<file path="src/rtl/k_fifo2_pkg.sv">
// Shared constants and the grant encoding for the two-entry FIFO controller.
// Used by k_fifo2_ctrl and k_fifo2_rr_arb.
package k_fifo2_pkg;

    localparam int DEPTH     = 2;
    localparam int ADDR_SIZE = 1;
    localparam int COUNT_W   = 2;

    // Bit positions inside the arbiter's one-hot grant vector
    localparam int GNT_WR_BIT = 0;
    localparam int GNT_RD_BIT = 1;

    typedef enum logic [1:0] {
        GNT_NONE,
        GNT_WR,
        GNT_RD
    } grant_e;

endpackage

</file>
<file path="src/rtl/k_fifo2_rr_arb.sv">
// Two-requester round-robin arbiter between the RAM write and read requests.
// After reset the last grant is "write", so a read wins the first collision.
module k_fifo2_rr_arb
    import k_fifo2_pkg::*;
(
    input  logic       clk,
    input  logic       rst_n,
    input  logic       wr_req,
    input  logic       rd_req,
    output logic [1:0] grant
);

    grant_e last_q;
    grant_e last_d;
    grant_e cur;

    always_ff @(posedge clk or negedge rst_n) begin
        if (!rst_n) begin
            last_q <= GNT_WR;
        end else begin
            last_q <= last_d;
        end
    end

    // A lone request always wins; a collision goes to whoever lost last time
    always_comb begin
        cur    = GNT_NONE;
        last_d = last_q;
        if (wr_req && rd_req) begin
            cur = (last_q == GNT_RD) ? GNT_WR : GNT_RD;
        end else if (wr_req) begin
            cur = GNT_WR;
        end else if (rd_req) begin
            cur = GNT_RD;
        end
        if (cur != GNT_NONE) begin
            last_d = cur;
        end
    end

    always_comb begin
        grant             = '0;
        grant[GNT_WR_BIT] = (cur == GNT_WR);
        grant[GNT_RD_BIT] = (cur == GNT_RD);
    end

endmodule

</file>
<file path="src/rtl/k_fifo2_ctrl.sv">
// Controller for a 3-deep FIFO: two entries in an external single-port RAM plus one on out_data.
// Define K_FIFO2_CTRL_STATS_EN to add the saturating conflict_cnt output.
module k_fifo2_ctrl
    import k_fifo2_pkg::*;
#(
    parameter int data_size = 8
)
(
    input  logic                 clk,
    input  logic                 rst_n,
    input  logic                 in_valid,
    output logic                 in_ready,
    input  logic [data_size-1:0] in_data,
    output logic                 out_valid,
    input  logic                 out_ready,
    output logic [data_size-1:0] out_data,
    output logic                 ram_wen,
    output logic [ADDR_SIZE-1:0] ram_waddr,
    output logic [ADDR_SIZE-1:0] ram_raddr,
    output logic [data_size-1:0] ram_d,
    input  logic [data_size-1:0] ram_q,
`ifdef K_FIFO2_CTRL_STATS_EN
    output logic [7:0]           conflict_cnt,
`endif
    output logic [COUNT_W-1:0]   count
);

    logic [ADDR_SIZE-1:0] wptr;
    logic [ADDR_SIZE-1:0] rptr;
    logic [ADDR_SIZE-1:0] waddr_q;
    logic [ADDR_SIZE-1:0] raddr_q;
    logic [data_size-1:0] d_q;
    logic [1:0]           grant;
    logic                 wr_req;
    logic                 rd_req;
    logic                 wr_grant;
    logic                 rd_grant;

    // Writes are masked while rst_n is low so nothing reaches the RAM during reset
    assign wr_req = rst_n && in_valid && (count < COUNT_W'(DEPTH));
    assign rd_req = (count != '0) && (!out_valid || out_ready);

    k_fifo2_rr_arb u_arb (
        .clk    (clk),
        .rst_n  (rst_n),
        .wr_req (wr_req),
        .rd_req (rd_req),
        .grant  (grant)
    );

    assign wr_grant = grant[GNT_WR_BIT];
    assign rd_grant = grant[GNT_RD_BIT];

    assign in_ready  = wr_req && wr_grant;
    assign ram_wen   = wr_grant;
    assign ram_waddr = wr_grant ? wptr : waddr_q;
    assign ram_d     = wr_grant ? in_data : d_q;
    assign ram_raddr = rd_grant ? rptr : raddr_q;
    assign out_data  = ram_q;

    always_ff @(posedge clk or negedge rst_n) begin
        if (!rst_n) begin
            wptr      <= '0;
            rptr      <= '0;
            count     <= '0;
            out_valid <= 1'b0;
        end else begin
            if (wr_grant) begin
                wptr  <= wptr + ADDR_SIZE'(1);
                count <= count + COUNT_W'(1);
            end else if (rd_grant) begin
                rptr  <= rptr + ADDR_SIZE'(1);
                count <= count - COUNT_W'(1);
            end
            if (rd_grant) begin
                out_valid <= 1'b1;
            end else if (out_ready) begin
                out_valid <= 1'b0;
            end
        end
    end

    // RAM address/data lines keep their last driven value on idle cycles
    always_ff @(posedge clk or negedge rst_n) begin
        if (!rst_n) begin
            waddr_q <= '0;
            raddr_q <= '0;
            d_q     <= '0;
        end else begin
            if (wr_grant) begin
                waddr_q <= wptr;
                d_q     <= in_data;
            end
            if (rd_grant) begin
                raddr_q <= rptr;
            end
        end
    end

`ifdef K_FIFO2_CTRL_STATS_EN
    always_ff @(posedge clk or negedge rst_n) begin
        if (!rst_n) begin
            conflict_cnt <= '0;
        end else if (wr_req && rd_req && (conflict_cnt != 8'hFF)) begin
            conflict_cnt <= conflict_cnt + 8'd1;
        end
    end
`endif

endmodule

</file>
<file path="config.mk">
export PLATFORM = sky130hd
export DESIGN_NAME = k_fifo2_ctrl
export DESIGN_NICKNAME = d
export VERILOG_FILES = /design/src/rtl/k_fifo2_pkg.sv /design/src/rtl/k_fifo2_rr_arb.sv /design/src/rtl/k_fifo2_ctrl.sv
export SDC_FILE = /design/constraint.sdc
export NUM_CORES = 1
export LEC_CHECK = 0
export ABC_CLOCK_PERIOD_IN_PS = 1800
export BUFFER_PORTS_ARGS = -buffer_cell sky130_fd_sc_hd__buf_2
export CELL_PAD_IN_SITES_DETAIL_PLACEMENT = 0
export CELL_PAD_IN_SITES_GLOBAL_PLACEMENT = 1
export CORE_MARGIN = 2
export CORE_UTILIZATION = 34
export CTS_BUF_LIST = sky130_fd_sc_hd__clkbuf_8
export CTS_CLUSTER_DIAMETER = 30
export DETAILED_ROUTE_END_ITERATION = 16
export HOLD_SLACK_MARGIN = 0.05
export PLACE_DENSITY = 0.88
export SKIP_CTS_REPAIR_TIMING = 1
export SLEW_MARGIN = 10
export SYNTH_ARGS = -nofsm -noshare
export SYNTH_HDL_FRONTEND = slang
export SYNTH_SLANG_ARGS = --single-unit
</file>
<file path="constraint.sdc">
create_clock -name clk -period 1.8 [get_ports clk]
set_input_delay 0.09 -clock clk [delete_from_list [all_inputs] [get_ports clk]]
set_output_delay 0.09 -clock clk [all_outputs]
set_load 0.1 [all_outputs]
</file>
==> results.tsv <==
stage	metric	value	unit
sta	finalCriticalPeriod	1.91	ns
yosys	synth_edf_count	0	
global_routing	overflow	0	
run	maxCapViolCount	0	
routing	met3WireLength	98	um
clocking	cts_sinks	17	
sta	clock.fmax	524	MHz
routing	drtAntennaViolNets	0	
layout	fin_nets	105	
worst_hold_path	hold_depth	2	
routing	vias	507	
setup_path	cpMaxStageDelayCell	dfstp_2	
yosys	synth.net_count	77	
global_routing	grt_usage	0.117	
routing	wl_met1	540	um
sta	worst_clock_skew	0.00124	ns
routing	routed_wl	1420	um
layout	final_util	0.542	
routing	highest_layer	met4	
setup_path	crit_path_cell_trace	nor2b_4, o31ai_4, buf_6, mux2_4, buf_12	
layout	antenna_cells	0	
floorplanning	die_h	52.4	um
placement	portBuffers	26	
sta	rsz0062_at_grt	yes	
layout	drive_above_1_share	0.667	
yosys	syn_avg_cell_area	14.0	sq um
sta	fin_ws	-0.107	ns
placement	place_hpwl	1100	um
placement	gp_congestion	0.713	
clocking	clock_path_buffers	2	
clocking	tritoncts	yes	
setup_path	cpPeakStageDelay	0.56	ns
routing	wl_met2	765	um
yosys	ys.flop_type	dfrtp_1	
setup_path	reg2reg_setup_slack	0.17	ns
clocking	htreeDepth	1	
setup_path	arrival	1.82	ns
yosys	synth_area	796	sq um
worst_hold_path	min_path_type	in -> reg	
routing	vias_per_cell	4.53	
setup_path	cp_num_cells	5	
routing	drc	0	
floorplanning	fp.coreArea	2210	sq um
sta	holdWs	0.108	ns
clocking	clock_latency	0.25	ns
floorplanning	start_util	0.360	
floorplanning	rows	17	
clocking	cts_buffers	3	
routing	wl_per_cell	12.7	um
setup_path	worstPathRequired	1.71	ns
global_routing	antenna_found_initial	0	
global_routing	grt_pass1_vias	546	
global_routing	grt_first_pass_wirelength	2370	um
sta	setup_viol	10	
status	status	complete, but fails checks	
floorplanning	ioPinCount	43	
clocking	cts.clk_slew.worst_paths	0.07	ns
clocking	root_buffer	clkbuf_8	
floorplanning	die_area	2740	sq um
sta	hold_viol	0	
setup_path	cp_max_fo	8	
yosys	synth_cell_types	22	
routing	drt_iter0_markers	3	
yosys	syn_inst	57	
setup_path	worstSetupPathType	reg -> out	
sta	fin_crit_sh	1.06	
sta	slew_headroom	0.678	
setup_path	path_delay_family	flip-flops	
yosys	ys_seq_area_frac	0.536	
layout	area_growth	50.6	%
status	violations	negative setup slack	
sta	slew_viol_final	0	
setup_path	worst-path-buf-inv	2	
yosys	synth_seq_cells	17	
yosys	ys_warn_count	0	
global_routing	grt_max_degree	19	
setup_path	r2r_cells	5	
floorplanning	die_w	52.4	um
sta	worst_pin_slew	0.487	ns
setup_path	end_kind	output port	
yosys	async_reset_ff_frac	1.00	
routing	firstDrtPassIters	5	
setup_path	critPathLaunchType	flip-flop	
==> registers in the layout, indices dropped and copies added, names as in the netlist <==
name and flops:
count 2, waddr_q 1, rptr 1, wptr 1, raddr_q 1, d_q 8
out_valid 1, u_arb.last_q 2
==> stage by stage <==
stage	area, sq um	setup WS (ns)	instances	setup TNS [ns]
floorplan	827	-0.106	57	-0.929
global placement	1120	0.175	105	0
detailed placement	1120	0.150	105	0
CTS	1170	-0.129	109	-1.11
global route	1200	-0.153	112	-1.36
finish	1200	-0.107	112	-0.922
==> path summary, 6_finish.rpt <==
check / startpoint / endpoint
setup / recovery: u_arb.last_q[0] / ram_d[6]
hold / removal: in_data[5] / d_q[5]
setup reg to reg: u_arb.last_q[0] / d_q[7]
hold reg to reg: wptr / wptr
max in group asynchronous: rst_n / u_arb.last_q[0]
min in group asynchronous: rst_n / count[0]
==> area by class of cell <==
type	instances	area (sq um)
sequential	17	438
inverter	3	11.3
clock buffer	3	41.3
clock inverter	1	5.00
fill	203	1010
multi-input combinational	28	303
tap	28	35.0
timing repair buffer	32	365
==> layout by cell type (no fill, tap or decap), types with 2 or more instances in the layout <==
cell type,netlist,final
nor2b_4,1,2
dfrtp_1,16,13
dfrtp_4,0,3
nor2_1,2,2
buf_12,0,12
buf_6,0,2
clkbuf_8,0,3
inv_1,3,3
o21ai_0,3,3
buf_2,0,14
xnor2_1,2,2
mux2_4,6,10
buf_4,8,3
==> cells in the mapped netlist, types with 2 or more instances <==
master	instances	area, sq um
buf_4	8	60.1
nor2_1	2	7.51
o21ai_0	3	15.0
inv_1	3	11.3
dfrtp_1	16	400
mux2_4	6	90.1
xnor2_1	2	17.5
mux2_2	3	33.8
==> per-layer routing <==
metal  vias up  GRT usage
met3         4     0.0314
met1       249      0.123
li1        233          -
met5         -          0
met4         0     0.0684
met2        21      0.208
==> worst register-to-register path, delay by kind of cell, from the launching register on <==
| kind | cells | cell delay (ns) |
|---|---|---|
| and+or+nand+nor | 1 | 0.06 |
| buffers and inverters | 2 | 0.31 |
| AOI/OAI and AO/OA | 1 | 0.27 |
| muxes | 1 | 0.33 |
| DFF | 1 | 0.56 |
==> cells by family after synthesis <==
group | synth area share
AO/OA/AOI/OAI | 0.0707
XOR/XNOR | 0.0330
buffers and inverters | 0.108
flip-flops | 0.536
multiplexers | 0.170
AND/OR/NAND/NOR | 0.0818
Power is left out: the tool's default activity adds up to more than one toggle a clock period on the data nets, which glitch-free logic cannot reach.
